**config.mk**
```make
export PLATFORM = sky130hd
export DESIGN_NAME = flit_packet_tx_flat
export DESIGN_NICKNAME = d
export VERILOG_FILES = /design/src/rtl/flit_packet_tx_pkg.sv /design/src/rtl/flit_packet_tx_if.sv /design/src/rtl/flit_packet_tx_insert_checksum.sv /design/src/rtl/flit_packet_tx.sv /design/src/flat_wrapper.sv
export SDC_FILE = /design/constraint.sdc
export NUM_CORES = 1
export LEC_CHECK = 0
export CORE_UTILIZATION = 54
export CTS_CLUSTER_DIAMETER = 60
export DETAILED_ROUTE_END_ITERATION = 8
export GPL_TIMING_DRIVEN = 0
export PLACE_DENSITY = 0.86
export SLEW_MARGIN = 20
export SYNTH_ARGS = -nofsm -noshare
export SYNTH_HDL_FRONTEND = slang
export SYNTH_SLANG_ARGS = --single-unit
export TNS_END_PERCENT = 100
```
**constraint.sdc**
```tcl
create_clock -name clk -period 7.1 [get_ports clk]
set_input_delay 0.71 -clock clk [delete_from_list [all_inputs] [get_ports clk]]
set_output_delay 0.71 -clock clk [all_outputs]
set_load 0.01 [all_outputs]
```
**src/rtl/flit_packet_tx_pkg.sv**
```systemverilog
// Shared flit types, widths and checksum helper for the transmit packetiser.
package flit_packet_tx_pkg;

    localparam int unsigned NODE_ID_W   = 4;
    localparam int unsigned PACKET_ID_W = 4;
    localparam int unsigned FLIT_NUM_W  = 6;
    localparam int unsigned VERSION_W   = 4;
    localparam int unsigned PAYLOAD_W   = 32;
    localparam int unsigned CHECKSUM_W  = 8;

    typedef logic [NODE_ID_W-1:0]   node_id_t;
    typedef logic [PACKET_ID_W-1:0] packet_id_t;
    typedef logic [FLIT_NUM_W-1:0]  flit_num_t;
    typedef logic [PAYLOAD_W-1:0]   payload_t;
    typedef logic [CHECKSUM_W-1:0]  checksum_t;

    typedef enum logic [1:0] {
        NOPE = 2'd0,
        HEAD = 2'd1,
        BODY = 2'd2,
        TAIL = 2'd3
    } flittype_t;

    typedef struct packed {
        logic [VERSION_W-1:0] version;
        flittype_t            flittype;
        node_id_t             src_id;
        node_id_t             dst_id;
        packet_id_t           packet_id;
        flit_num_t            flit_num;
    } header_t;

    typedef struct packed {
        header_t   header;
        payload_t  payload;
        checksum_t checksum;
    } flit_t;

    typedef enum logic [1:0] {
        ST_IDLE = 2'd0,
        ST_HEAD = 2'd1,
        ST_BODY = 2'd2
    } tx_state_t;

    localparam int unsigned HDR_W      = $bits(header_t);
    localparam int unsigned BODY_BYTES = (HDR_W + PAYLOAD_W) / 8;

    // Two's complement of the byte sum, so the whole flit sums to zero.
    function automatic checksum_t calc_checksum(header_t header, payload_t payload);
        logic [HDR_W+PAYLOAD_W-1:0] bits;
        checksum_t                  sum;
        bits = {header, payload};
        sum  = '0;
        for (int unsigned i = 0; i < BODY_BYTES; i++) begin
            sum = sum + bits[i*8 +: 8];
        end
        return checksum_t'(8'd0 - sum);
    endfunction

endpackage

```
**src/rtl/flit_packet_tx_if.sv**
```systemverilog
// Descriptor, payload and flit handshake bundle for the transmit packetiser.
interface flit_packet_tx_if #(
    parameter int unsigned LEN_W = 4
);
    import flit_packet_tx_pkg::*;

    logic             pkt_valid;
    logic             pkt_ready;
    node_id_t         pkt_src_id;
    node_id_t         pkt_dst_id;
    logic [LEN_W-1:0] pkt_len;
    logic             data_valid;
    logic             data_ready;
    payload_t         data_payload;
    logic             flit_valid;
    logic             flit_ready;
    flit_t            flit_out;

    modport master (
        output pkt_valid, pkt_src_id, pkt_dst_id, pkt_len,
        output data_valid, data_payload, flit_ready,
        input  pkt_ready, data_ready, flit_valid, flit_out
    );

    modport slave (
        input  pkt_valid, pkt_src_id, pkt_dst_id, pkt_len,
        input  data_valid, data_payload, flit_ready,
        output pkt_ready, data_ready, flit_valid, flit_out
    );

endinterface

```
**src/rtl/flit_packet_tx_insert_checksum.sv**
```systemverilog
// Combinational flit assembly: header and payload in, flit with checksum out.
module insert_checksum_comb
    import flit_packet_tx_pkg::*;
(
    input  header_t  header,
    input  payload_t payload,
    output flit_t    flit_c
);

    always_comb begin
        flit_c.header   = header;
        flit_c.payload  = payload;
        flit_c.checksum = calc_checksum(header, payload);
    end

endmodule

```
**src/rtl/flit_packet_tx.sv**
```systemverilog
// Transmit packetiser: one descriptor plus N payload words become HEAD + N flits,
// the last typed TAIL, each carrying a checksum, through a single output register.
module flit_packet_tx
    import flit_packet_tx_pkg::*;
#(
    parameter int unsigned MAX_LEN = 15,
    parameter int unsigned LEN_W   = $clog2(MAX_LEN + 1),
    parameter int unsigned VERSION = 0
) (
    input  logic            clk,
    input  logic            rst_n,
    flit_packet_tx_if.slave bus,
    output logic            busy,
    output logic            err_len
);

    tx_state_t        state_q;
    tx_state_t        state_d;
    node_id_t         src_q;
    node_id_t         dst_q;
    logic [LEN_W-1:0] len_q;
    flit_num_t        fnum_q;
    packet_id_t       pid_q;
    logic             flit_valid_q;
    flit_t            flit_q;
    logic             err_len_q;

    logic             load_ok_c;
    logic             len_ok_c;
    logic             pkt_ready_c;
    logic             data_ready_c;
    logic             accept_c;
    logic             err_c;
    logic             load_head_c;
    logic             load_data_c;
    logic             tail_c;
    logic [LEN_W-1:0] head_len_c;
    header_t          hdr_c;
    payload_t         pay_c;
    flit_t            flit_c;

    assign load_ok_c = !flit_valid_q || bus.flit_ready;
    assign len_ok_c  = (bus.pkt_len != '0) && (32'(bus.pkt_len) <= MAX_LEN);

    // State register.
    always_ff @(posedge clk or negedge rst_n) begin
        if (!rst_n) begin
            state_q <= ST_IDLE;
        end else begin
            state_q <= state_d;
        end
    end

    // Next-state logic.
    always_comb begin
        state_d = state_q;
        case (state_q)
            ST_IDLE: if (accept_c)             state_d = load_head_c ? ST_BODY : ST_HEAD;
            ST_HEAD: if (load_head_c)          state_d = ST_BODY;
            ST_BODY: if (load_data_c && tail_c) state_d = ST_IDLE;
            default:                           state_d = ST_IDLE;
        endcase
    end

    // Handshake decode and next-flit header; in IDLE the HEAD is built straight
    // from the descriptor so it appears the cycle after acceptance.
    always_comb begin
        pkt_ready_c       = 1'b0;
        data_ready_c      = 1'b0;
        accept_c          = 1'b0;
        err_c             = 1'b0;
        load_head_c       = 1'b0;
        load_data_c       = 1'b0;
        tail_c            = 1'b0;
        head_len_c        = len_q;
        pay_c             = '0;
        hdr_c             = '0;
        hdr_c.version     = VERSION_W'(VERSION);
        hdr_c.packet_id   = pid_q;
        hdr_c.src_id      = src_q;
        hdr_c.dst_id      = dst_q;
        case (state_q)
            ST_IDLE: begin
                pkt_ready_c  = 1'b1;
                accept_c     = bus.pkt_valid && len_ok_c;
                err_c        = bus.pkt_valid && !len_ok_c;
                load_head_c  = accept_c && load_ok_c;
                head_len_c   = bus.pkt_len;
                hdr_c.src_id = bus.pkt_src_id;
                hdr_c.dst_id = bus.pkt_dst_id;
            end
            ST_HEAD: load_head_c = load_ok_c;
            ST_BODY: begin
                data_ready_c = load_ok_c;
                load_data_c  = bus.data_valid && load_ok_c;
            end
            default: ;
        endcase
        if (load_head_c) begin
            hdr_c.flittype = HEAD;
            hdr_c.flit_num = '0;
            pay_c          = PAYLOAD_W'(head_len_c);
        end else if (load_data_c) begin
            tail_c         = (fnum_q == FLIT_NUM_W'(len_q));
            hdr_c.flittype = tail_c ? TAIL : BODY;
            hdr_c.flit_num = fnum_q;
            pay_c          = bus.data_payload;
        end
    end

    insert_checksum_comb u_insert_checksum (
        .header  (hdr_c),
        .payload (pay_c),
        .flit_c  (flit_c)
    );

    // Packet context, counters and the output register.
    always_ff @(posedge clk or negedge rst_n) begin
        if (!rst_n) begin
            src_q        <= '0;
            dst_q        <= '0;
            len_q        <= '0;
            fnum_q       <= '0;
            pid_q        <= '0;
            flit_valid_q <= 1'b0;
            flit_q       <= '0;
            err_len_q    <= 1'b0;
        end else begin
            err_len_q <= err_c;
            if (accept_c) begin
                src_q  <= bus.pkt_src_id;
                dst_q  <= bus.pkt_dst_id;
                len_q  <= bus.pkt_len;
                fnum_q <= '0;
            end
            if (load_head_c) begin
                fnum_q <= FLIT_NUM_W'(1);
            end else if (load_data_c) begin
                fnum_q <= fnum_q + FLIT_NUM_W'(1);
            end
            if (load_data_c && tail_c) begin
                pid_q <= pid_q + PACKET_ID_W'(1);
            end
            if (load_head_c || load_data_c) begin
                flit_q       <= flit_c;
                flit_valid_q <= 1'b1;
            end else if (bus.flit_ready) begin
                flit_valid_q <= 1'b0;
            end
        end
    end

    assign bus.pkt_ready  = pkt_ready_c;
    assign bus.data_ready = data_ready_c;
    assign bus.flit_valid = flit_valid_q;
    assign bus.flit_out   = flit_q;
    assign err_len        = err_len_q;
    assign busy           = (state_q != ST_IDLE) || flit_valid_q;

endmodule

```
**src/flat_wrapper.sv**
```systemverilog
// flat-port wrapper written by rule: the top's interface ports become plain ports
module flit_packet_tx_flat import flit_packet_tx_pkg::*;
#(
    parameter int unsigned MAX_LEN = 15,
    parameter int unsigned LEN_W   = $clog2(MAX_LEN + 1),
    parameter int unsigned VERSION = 0
)
  (clk, rst_n, busy, err_len, bus_pkt_valid, bus_pkt_src_id, bus_pkt_dst_id, bus_pkt_len, bus_data_valid, bus_data_payload, bus_flit_ready, bus_pkt_ready, bus_data_ready, bus_flit_valid, bus_flit_out);
  flit_packet_tx_if #(.LEN_W(LEN_W)) bus_i ();
  input  logic clk;
  input  logic rst_n;
  output logic busy;
  output logic err_len;
  input wire logic [$bits(bus_i.pkt_valid)-1:0] bus_pkt_valid;
  input wire logic [$bits(bus_i.pkt_src_id)-1:0] bus_pkt_src_id;
  input wire logic [$bits(bus_i.pkt_dst_id)-1:0] bus_pkt_dst_id;
  input wire logic [$bits(bus_i.pkt_len)-1:0] bus_pkt_len;
  input wire logic [$bits(bus_i.data_valid)-1:0] bus_data_valid;
  input wire logic [$bits(bus_i.data_payload)-1:0] bus_data_payload;
  input wire logic [$bits(bus_i.flit_ready)-1:0] bus_flit_ready;
  output wire logic [$bits(bus_i.pkt_ready)-1:0] bus_pkt_ready;
  output wire logic [$bits(bus_i.data_ready)-1:0] bus_data_ready;
  output wire logic [$bits(bus_i.flit_valid)-1:0] bus_flit_valid;
  output wire logic [$bits(bus_i.flit_out)-1:0] bus_flit_out;
  assign bus_i.pkt_valid = bus_pkt_valid;
  assign bus_i.pkt_src_id = bus_pkt_src_id;
  assign bus_i.pkt_dst_id = bus_pkt_dst_id;
  assign bus_i.pkt_len = bus_pkt_len;
  assign bus_i.data_valid = bus_data_valid;
  assign bus_i.data_payload = bus_data_payload;
  assign bus_i.flit_ready = bus_flit_ready;
  assign bus_pkt_ready = bus_i.pkt_ready;
  assign bus_data_ready = bus_i.data_ready;
  assign bus_flit_valid = bus_i.flit_valid;
  assign bus_flit_out = bus_i.flit_out;
  flit_packet_tx #(.MAX_LEN(MAX_LEN), .LEN_W(LEN_W), .VERSION(VERSION)) u_core (.clk(clk), .rst_n(rst_n), .bus(bus_i), .busy(busy), .err_len(err_len));
endmodule
```
==> results of run 1 <==
-- stage by stage --
step	hold WS (ns)	util, %	power (mW)
floorplan	0.4144	-	2.449
global placement	0.4533	69.98	3.127
detailed placement	0.4586	70.27	3.272
CTS	0.2991	72.58	3.637
global route	0.3199	72.58	3.932
finish	0.2908	72.58	3.612
-- flip-flops by register name (all words and copies together) (netlist names) --
signal                 cells
u_core.err_len             1
u_core.src_q               4
u_core.fnum_q              6
u_core.bus.flit_out       60
u_core.state_q             2
u_core.pid_q               4
u_core.len_q               4
u_core.bus.flit_valid      1
u_core.dst_q               4
-- layout make-up --
type / instances / share of cell area, %
Buffer: 22 / 2.145
Clock buffer: 12 / 2.463
Clock inverter: 4 / 0.7151
Inverter: 39 / 2.324
Multi-Input combinational cell: 300 / 37.84
Sequential cell: 86 / 34.17
Tap cell: 108 / 2.145
Timing Repair Buffer: 113 / 18.20
-- path summary, 6_finish.rpt --
check | end | slack [ns] | cells after the start
min in group clk | u_core.bus.flit_out[37] | 0.48 | 1
worst min-delay path | u_core.dst_q[0] | 0.29 | 1
worst max-delay path | u_core.bus.flit_out[6] | 1.36 | 18
max in group asynchronous | u_core.bus.flit_out[35] | 6.20 | 2
worst max register to register | u_core.bus.flit_out[6] | 1.66 | 18
worst min register to register | u_core.bus.flit_out[37] | 0.48 | 1
-- report_power, final --
group          total (mW)  internal (mW)  switching (mW)  leakage (nW)
combinational        2.40           1.22            1.18          1.91
clock               0.353          0.180           0.173         0.106
sequential          0.856          0.715           0.142          1.09
total                3.61           2.12            1.49          3.11
-- metal layers --
layer	vias to the layer above	part of all wire [%]
met5	-	0
met4	0	2.6
met3	27	5.3
met2	131	50
met1	1818	42
li1	1672	-
-- cell usage after synthesis --
cell type	n	share of area, %
buf_4	7	1.1
fa_1	29	12
nor4_1	1	0.13
nand2b_1	6	0.78
ha_1	20	5.2
clkbuf_1	4	0.31
nand3_1	3	0.31
nand2_1	92	7.2
and2_1	18	2.3
nand4_1	1	0.13
a21boi_0	1	0.16
xor2_1	12	2.2
mux2_2	17	4.0
nand2b_4	1	0.29
or3_1	1	0.13
mux2i_1	3	0.62
o2bb2ai_1	1	0.18
nor3_1	3	0.31
inv_1	39	3.0
nor4_4	1	0.44
nor2_1	12	0.94
nor3b_4	1	0.39
xnor3_1	1	0.47
buf_2	9	0.94
a21o_1	22	3.4
o21ai_0	15	1.6
dfrtp_1	86	45
o21a_1	1	0.16
nor2b_1	2	0.26
and3_1	2	0.26
a32o_1	4	0.83
xnor2_1	12	2.2
conb_1	1	0.078
a21oi_1	5	0.52
a22o_1	4	0.73
a22oi_1	2	0.31
nand2_2	1	0.13
buf_6	2	0.47
nor2_8	1	0.42
a221o_1	1	0.21
-- critical path, stage by stage --
cell and delay [ns]:
clkdlybuf4s50_1 0.47, nor2b_1 0.10, nor3b_4 0.48, buf_2 0.31, buf_2 0.30, nand2_1 0.16, fa_1 0.58, fa_1 0.44
fa_1 0.54, inv_1 0.05, fa_1 0.52, inv_1 0.04, ha_1 0.23, fa_1 0.42, a21o_1 0.20, a21oi_1 0.17
xor2_1 0.15, o21ai_0 0.08
-- kinds of logic (layout without fill, tap and decap cells) --
| family | count (synthesis) | after routing |
|---|---|---|
| mux | 20 | 20 |
| buf+inv | 61 | 190 |
| flops | 86 | 86 |
| fa+ha+maj | 49 | 49 |
| other cells | 1 | 4 |
| simple gates | 146 | 146 |
| compound gates | 56 | 56 |
| xor+xnor | 25 | 25 |
==> results.yml, run 1 <==
finish:
  diodes: 0
  fin_nets: 669
  syn2layout_area_growth_pct: 31.06
  final_cell_mix: "clkdlybuf4s50_1 (111), nand2_1 (92), dfrtp_1 (86), inv_1 (39), fa_1 (29)"
  num-fill-cells: 625
  drive_gt1_share_pct: 9.896
  final_cell_area_um2: 6299
  register_area_um2: 2152
  multi_input_area_um2: 2384
  final_common_cell: "clkdlybuf4s50_1"
  final_cells: 684
logic_synthesis:
  syn_area_per_cell_um2: 10.82
  syn_area_um2: 4806
  yosysWarnings: 0
  yosysSeqAreaShare_pct: 44.78
  ys_types: 40
  syn_inst: 444
  synth.ff_latch_count: 86
  yosys.area_share.xor_xnor_pct: 4.842
  synth_compound_area_share_pct: 8.097
  synth_top_family_by_area: "adder cells"
  synth.mux.area_fraction_pct: 4.608
  synth-simple-area-share_pct: 14.45
  synth-adder-area-share_pct: 17.29
global_route:
  grt_use_met1_pct: 33.12
  use_met2_pct: 45.57
  grt_use_met3_pct: 4.107
  grt_pass1_vias: 3786
  overflow: 0
  antenna_found_initial: 0
  top_usage_layer: "met2"
  track_usage_pct: 26.33
  grt_max_degree: 56
  grt_pass1_wl_um: 17930
floorplan:
  ios: 118
  die_x_um: 96.34
  dieArea_um2: 9281
  start_util_pct: 55.38
  die_y_um: 96.34
  num_rows: 34
  core_um2: 8678
detailed_routing:
  first_iter_violations: 141
  viasPerCell: 5.333
  wirelength_um: 11120
  first_pass_iters: 5
  drtAntennaViolNets: 0
  vias: 3648
  drc: 0
  wl_per_cell_um: 16.26
clock_network:
  cts_buffers: 9
  cts_setup_buffers: 0
  cts_tree: "yes"
  cts_sinks: 86
  clk_path_buf_depth: 2
  ctsResizeCount: 0
  path_clk_slew_ns: 0.08
  clock-root-buffer: "clkbuf_8"
  ctsHoldBuffers: 0
  htreeDepth: 3
  clk_latency_ns: 0.35
placed_design:
  portBuffers: 112
  place.gp.congestion: 0.8422
  placed_cells_incl_taps: 668
  place_area_um2: 6098
  place_ws_ns: 0.9899
  hpwl_um: 8724
critical_path:
  critPathKind: "primary input to flop"
  r2r_start: "u_core.state_q[0]"
  arrival_ns: 5.97
  end_kind: "flop"
  worstSetupStartpoint: "bus_flit_ready"
  cp_max_fo: 10
  cp-start-kind: "primary input"
  crit_required_ns: 7.33
power_and_ir_drop:
  p_per_area_nw_per_um2: 573.4
  peakVddDrop_mv: 0.3876
  leakagePower_nw: 3.107
sta:
  rsz0062_at_grt: "no"
  fmax_ghz: 0.1744
  layout_min_cycle_time_ns: 5.735
  hold_viol_final: 0
  fin_crit_sh_pct: 80.78
  slew_headroom_pct: 24.67
  tightest_slew_ns: 1.121
  setup_slack_ns: 1.365
  setup_violations: 0
  drv_slew: 0
  fin_tns_setup_ns: 0
  skew_ns: 0.006022
run_status:
  outcome: "complete, no violations"
hold_path:
  hold_class: "primary input to async pin"
job:
  max-cap-violations: 0
No activity file was read; power rests on OpenSTA's default activity.
==> run 2: changes to the inputs <==
- CORE_UTILIZATION: 54 -> 50
- PLACE_DENSITY: 0.86 -> 0.81
- clock period: 7.1 -> 5.4 ns (I/O delays scaled with it)
==> run 2 against run 1 <==
Compared with the run above: critical endpoint unchanged; largest cell class unchanged; combinational power is 31% higher; sequential share of layout area is 0.18 points lower; first-iteration DRC count is 6.4% higher.
==> results.yml, run 2 (synthesized netlist as in run 1, its figures left out) <==
sta:
  hold_viol_final: 0
  slew_headroom_pct: 26.80
  fin_tns_setup_ns: 0
  rsz0062_at_grt: "no"
  drv_slew: 0
  setup_violations: 0
  fmax_ghz: 0.1935
  fin_crit_sh_pct: 95.69
  tightest_slew_ns: 1.090
  skew_ns: 0.01149
  layout_min_cycle_time_ns: 5.167
  setup_slack_ns: 0.2329
detailed_routing:
  m1WireLength_um: 4546
  wirelength_um: 11030
  drc: 0
  first_pass_iters: 5
  first_iter_violations: 150
  viasPerCell: 5.106
  vias: 3610
  top_layer: "met4"
  wl_per_cell_um: 15.60
  met3_length_um: 787
  drtAntennaViolNets: 0
  wl_met2_um: 5505
global_route:
  grt_pass1_wl_um: 18200
  overflow: 0
  grt_pass1_vias: 3807
  antenna_found_initial: 0
  grt_max_degree: 53
  track_usage_pct: 23.98
floorplan:
  die_x_um: 100.0
  dieArea_um2: 10010
  start_util_pct: 51.77
  die_y_um: 100.0
  core_um2: 9284
  ios: 118
  num_rows: 35
clock_network:
  clk_path_buf_depth: 2
  htreeDepth: 3
  cts_buffers: 9
  ctsHoldBuffers: 0
  path_clk_slew_ns: 0.09
  clk_latency_ns: 0.36
  cts_sinks: 86
  clock-root-buffer: "clkbuf_8"
  cts_tree: "yes"
power_and_ir_drop:
  pwr-share-clk_pct: 9.2
  p_per_area_nw_per_um2: 740.6
  internal-power_mw: 2.738
  switchingPower_mw: 1.952
  switching_share_pct: 41.63
  leakagePower_nw: 3.105
  comb_power_share_pct: 66.9
  peakVddDrop_mv: 0.5243
  seq_power_share_pct: 23.9
  finalPower_mw: 4.690
critical_path:
  critPathKind: "primary input to flop"
  cp_slowest_stage_delay_ns: 0.59
  cp_max_fo: 10
  crit_required_ns: 5.63
  cp-start-kind: "primary input"
  arrival_ns: 5.40
  crit_path_top_delay_cell: "fa_1"
  path_cells: "clkdlybuf4s50_1 -> nor2b_1 -> nor3b_4 -> buf_4 -> clkbuf_4 -> nand2_1 -> fa_1 -> fa_1 -> fa_1 -> inv_1 -> fa_1 -> inv_1 -> ha_1 -> fa_1 -> a21o_1 -> a21oi_1 -> xor2_1 -> o21ai_0"
  end_kind: "flop"
  crit_top_cell: "fa_1"
finish:
  diodes: 0
  final_common_cell: "clkdlybuf4s50_1"
  num-fill-cells: 702
  multi_input_area_um2: 2384
  largest_reg_flops: 60
  syn2layout_area_growth_pct: 31.76
  fin_nets: 671
  drive_gt1_share_pct: 10.55
  final_cell_mix: "clkdlybuf4s50_1 (111), nand2_1 (92), dfrtp_1 (86), inv_1 (39), fa_1 (29)"
  register_area_um2: 2152
hold_path:
  hold_class: "primary input to async pin"
placed_design:
  place_ws_ns: -0.5549
  hpwl_um: 8609
  portBuffers: 112
  place.gp.congestion: 0.8771
run_status:
  outcome: "complete, no violations"
job:
  max-cap-violations: 0
run 2: cell count changes in the layout (fill, tap and decap cells not counted), sizes merged:
| cell | change |
|---|---|
| clkinvlp | +2 |
| bufinv | -1 |
| inv | +2 |
| clkbuf | -1 |
| buf | +2 |
| clkinv | -2 |
run 2: path summary, 6_finish.rpt:
| kind | start | to | slack (ns) | depth (start not counted) |
|---|---|---|---|---|
| min in group clk | u_core.src_q[2] | u_core.src_q[2] | 0.48 | 2 |
| setup reg to reg | u_core.state_q[0] | u_core.bus.flit_out[6] | 0.29 | 18 |
| hold / removal | rst_n | u_core.src_q[3] | 0.12 | 1 |
| setup / recovery | bus_flit_ready | u_core.bus.flit_out[6] | 0.23 | 18 |
| hold reg to reg | u_core.src_q[2] | u_core.src_q[2] | 0.48 | 2 |
| max in group asynchronous | rst_n | u_core.bus.flit_out[22] | 4.67 | 2 |
run 2: final cells by class:
cell class | count | area share, %
repair buffers | 116 | 18.45
flip-flops and latches | 86 | 33.99
multi-input cells | 300 | 37.64
clock inverters | 5 | 0.6520
well taps | 129 | 2.549
inverters | 39 | 2.312
plain buffers | 21 | 2.173
clock buffers | 11 | 2.233
run 2: metrics by stage:
stage	cell area (um^2)	cells	util [%]	hold slack, ns
after floorplan	4817	447	-	0.2444
final	6332	707	68.21	0.1188
after global routing	6332	707	68.21	0.1493
after global placement	6100	688	65.70	0.4548
after CTS	6330	708	68.18	0.1278
after detailed placement	6125	689	65.97	0.4615
run 2: layer usage:
metal	up-vias	global-route usage [%]
met5	-	0
met4	0	7.135
met3	19	5.432
met2	132	41.17
met1	1786	30.54
li1	1673	-
run 2: critical path: cells and delay by family:
| family | cells | cell delay (ns) |
|---|---|---|
| AOI/OAI and AO/OA | 3 | 0.46 |
| adders and majority gates | 6 | 2.73 |
| xor gates and xnor gates | 1 | 0.14 |
| buffers and inverters | 5 | 1.02 |
| and+or+nand+nor | 3 | 0.49 |
run 2: what timing repair did:
action,CTS,global route
gates resized for setup,0,6
setup endpoints to repair,2,2
hold endpoints to repair,0,0
pin swaps,1,0
buffers inserted,3,0
cloned,0,0
run 2: power by group through the flow:
stage          clock network [mW]  registers [mW]  logic (mW)
2_1_floorplan                   0            1.20        2.02
3_3_place_gp                    0            1.12        2.99
3_5_place_dp                    0            1.13        3.15
4_1_cts                     0.437            1.12        3.18
5_1_grt                     0.465            1.15        3.55
6_report                    0.431            1.12        3.14
==> run 3: changes to the inputs <==
- CORE_UTILIZATION: 50 -> 40
- GPL_TIMING_DRIVEN: 0 -> not set
- PLACE_DENSITY: 0.81 -> 0.77
==> run 3 against run 2 <==
Compared with the run above: the run now ends with DRC left; fmax up 3.9%; largest power group unchanged; critical path type unchanged; register-to-register slack better by 0.16 ns; global-route usage down 4.2 points; worst hold slack better by 0.16 ns; critical endpoint is now u_core.bus.flit_out[7]; combinational power about the same.
==> results.yml, run 3 (synthesized netlist as in run 1, its figures left out) <==
critical_path:
  crit_required_ns: 5.61
  end_kind: "flop"
  cp_max_fo: 28
  critPathKind: "primary input to flop"
  cp-start-kind: "primary input"
  arrival_ns: 5.18
sta:
  hold_viol_final: 0
  fin_crit_sh_pct: 92.05
  slew_headroom_pct: 35.87
  fin_tns_setup_ns: 0
  fmax_ghz: 0.2012
  tightest_slew_ns: 0.9620
  drv_slew: 0
  rsz0062_at_grt: "no"
  layout_min_cycle_time_ns: 4.971
  setup_violations: 0
  skew_ns: 0.008634
floorplan:
  die_x_um: 111.6
  num_rows: 39
  ios: 118
  die_y_um: 111.6
  dieArea_um2: 12460
  start_util_pct: 41.56
  core_um2: 11560
detailed_routing:
  drc: 5
  vias: 3496
  drtAntennaViolNets: 0
  first_pass_iters: 8
  wl_per_cell_um: 15.99
  viasPerCell: 4.959
  first_iter_violations: 170
  wirelength_um: 11280
placed_design:
  place.gp.congestion: 0.7821
  place_area_um2: 6063
  hpwl_um: 8518
  portBuffers: 113
finish:
  final_common_cell: "clkdlybuf4s50_1"
  drive_gt1_share_pct: 8.719
  diodes: 0
  largest_reg_flops: 60
  final_cell_mix: "clkdlybuf4s50_1 (112), nand2_1 (92), dfrtp_1 (86), inv_1 (39), fa_1 (29)"
  final_cell_area_um2: 6394
  syn2layout_area_growth_pct: 33.04
  fin_nets: 655
global_route:
  grt_pass1_wl_um: 19080
  antenna_found_initial: 0
  track_usage_pct: 19.81
  overflow: 0
  grt_max_degree: 87
  grt_pass1_vias: 3813
clock_network:
  ctsHoldBuffers: 0
  cts_buffers: 9
  clk_path_buf_depth: 2
  htreeDepth: 3
  cts_sinks: 86
  path_clk_slew_ns: 0.06
  cts_setup_buffers: 0
  clock-root-buffer: "clkbuf_16"
  clk_latency_ns: 0.34
  cts_tree: "yes"
  ctsResizeCount: 0
job:
  max-cap-violations: 0
run_status:
  outcome: "finished, violations left"
  violations: "DRC"
power_and_ir_drop:
  p_per_area_nw_per_um2: 770.8
  leakagePower_nw: 3.110
  peakVddDrop_mv: 0.4356
hold_path:
  hold_class: "primary input to async pin"
[run 3: changes by cell type in the layout (fill, tap and decap cells not counted), sizes merged]
cell	change
clkbuf	-6
clkinv	+2
clkinvlp	-2
bufinv	+2
clkdlybuf4s50	+1
buf	-13
[run 3: through the flow]
| step | utilization, % | worst slack (ns) | cells | power, mW | hold WS, ns |
|---|---|---|---|---|---|
| 2_1_floorplan | - | 0.5542 | 447 | 3.220 | 0.2444 |
| 3_3_place_gp | 52.43 | 0.1947 | 689 | 4.115 | 0.4547 |
| 3_5_place_dp | 52.43 | 0.07760 | 689 | 4.261 | 0.4629 |
| 4_1_cts | 55.21 | 0.4096 | 705 | 4.991 | 0.4555 |
| 5_1_grt | 55.29 | 0.2414 | 705 | 5.352 | 0.3407 |
| 6_report | 55.29 | 0.4292 | 705 | 4.928 | 0.2759 |
[run 3: worst paths after layout]
check	cells past startpoint	from	slack, ns	end
min reg2reg	2	u_core.dst_q[0]	0.47	u_core.dst_q[0]
min in group clk	2	u_core.dst_q[0]	0.47	u_core.dst_q[0]
max	17	bus_flit_ready	0.43	u_core.bus.flit_out[7]
max in group asynchronous	1	rst_n	4.60	u_core.bus.flit_out[21]
max reg2reg	16	u_core.state_q[1]	0.45	u_core.bus.flit_out[7]
min	1	rst_n	0.28	u_core.dst_q[0]
[run 3: routing by layer]
| layer | part of all wire [%] | wire (um) | global-route usage (%) | up-vias |
|---|---|---|---|---|
| met2 | 52 | 5844 | 35.25 | 114 |
| met4 | 2.1 | 233 | 6.396 | 0 |
| met3 | 6.1 | 683 | 4.845 | 19 |
| met5 | 0 | 0 | 0 | - |
| met1 | 40 | 4513 | 23.53 | 1714 |
| li1 | - | - | - | 1649 |
[run 3: cell type report]
class / instances / area, um^2
clock buffers: 9 / 225.2
clock inverters: 7 / 96.34
fillers: 984 / 5171
inverters: 39 / 146.4
multi-input cells: 300 / 2390
flip-flops and latches: 86 / 2152
well taps: 143 / 178.9
repair buffers: 121 / 1205
[run 3: power breakdown]
| part | internal (mW) | switching (mW) |
|---|---|---|
| Sequential | 0.940 | 0.203 |
| Combinational | 1.60 | 1.51 |
| Clock | 0.408 | 0.271 |
[run 3: worst max-delay path: stages]
cell and delay (ns):
clkdlybuf4s50_1 0.49, nor2b_1 0.09, nor3b_4 0.36, buf_12 0.22
and2_1 0.19, fa_1 0.47, fa_1 0.52, fa_1 0.51
fa_1 0.54, inv_1 0.06, ha_1 0.29, a21o_1 0.17
a21oi_1 0.20, nand2b_1 0.14, o2bb2ai_1 0.15, xnor2_1 0.14
o21ai_0 0.09
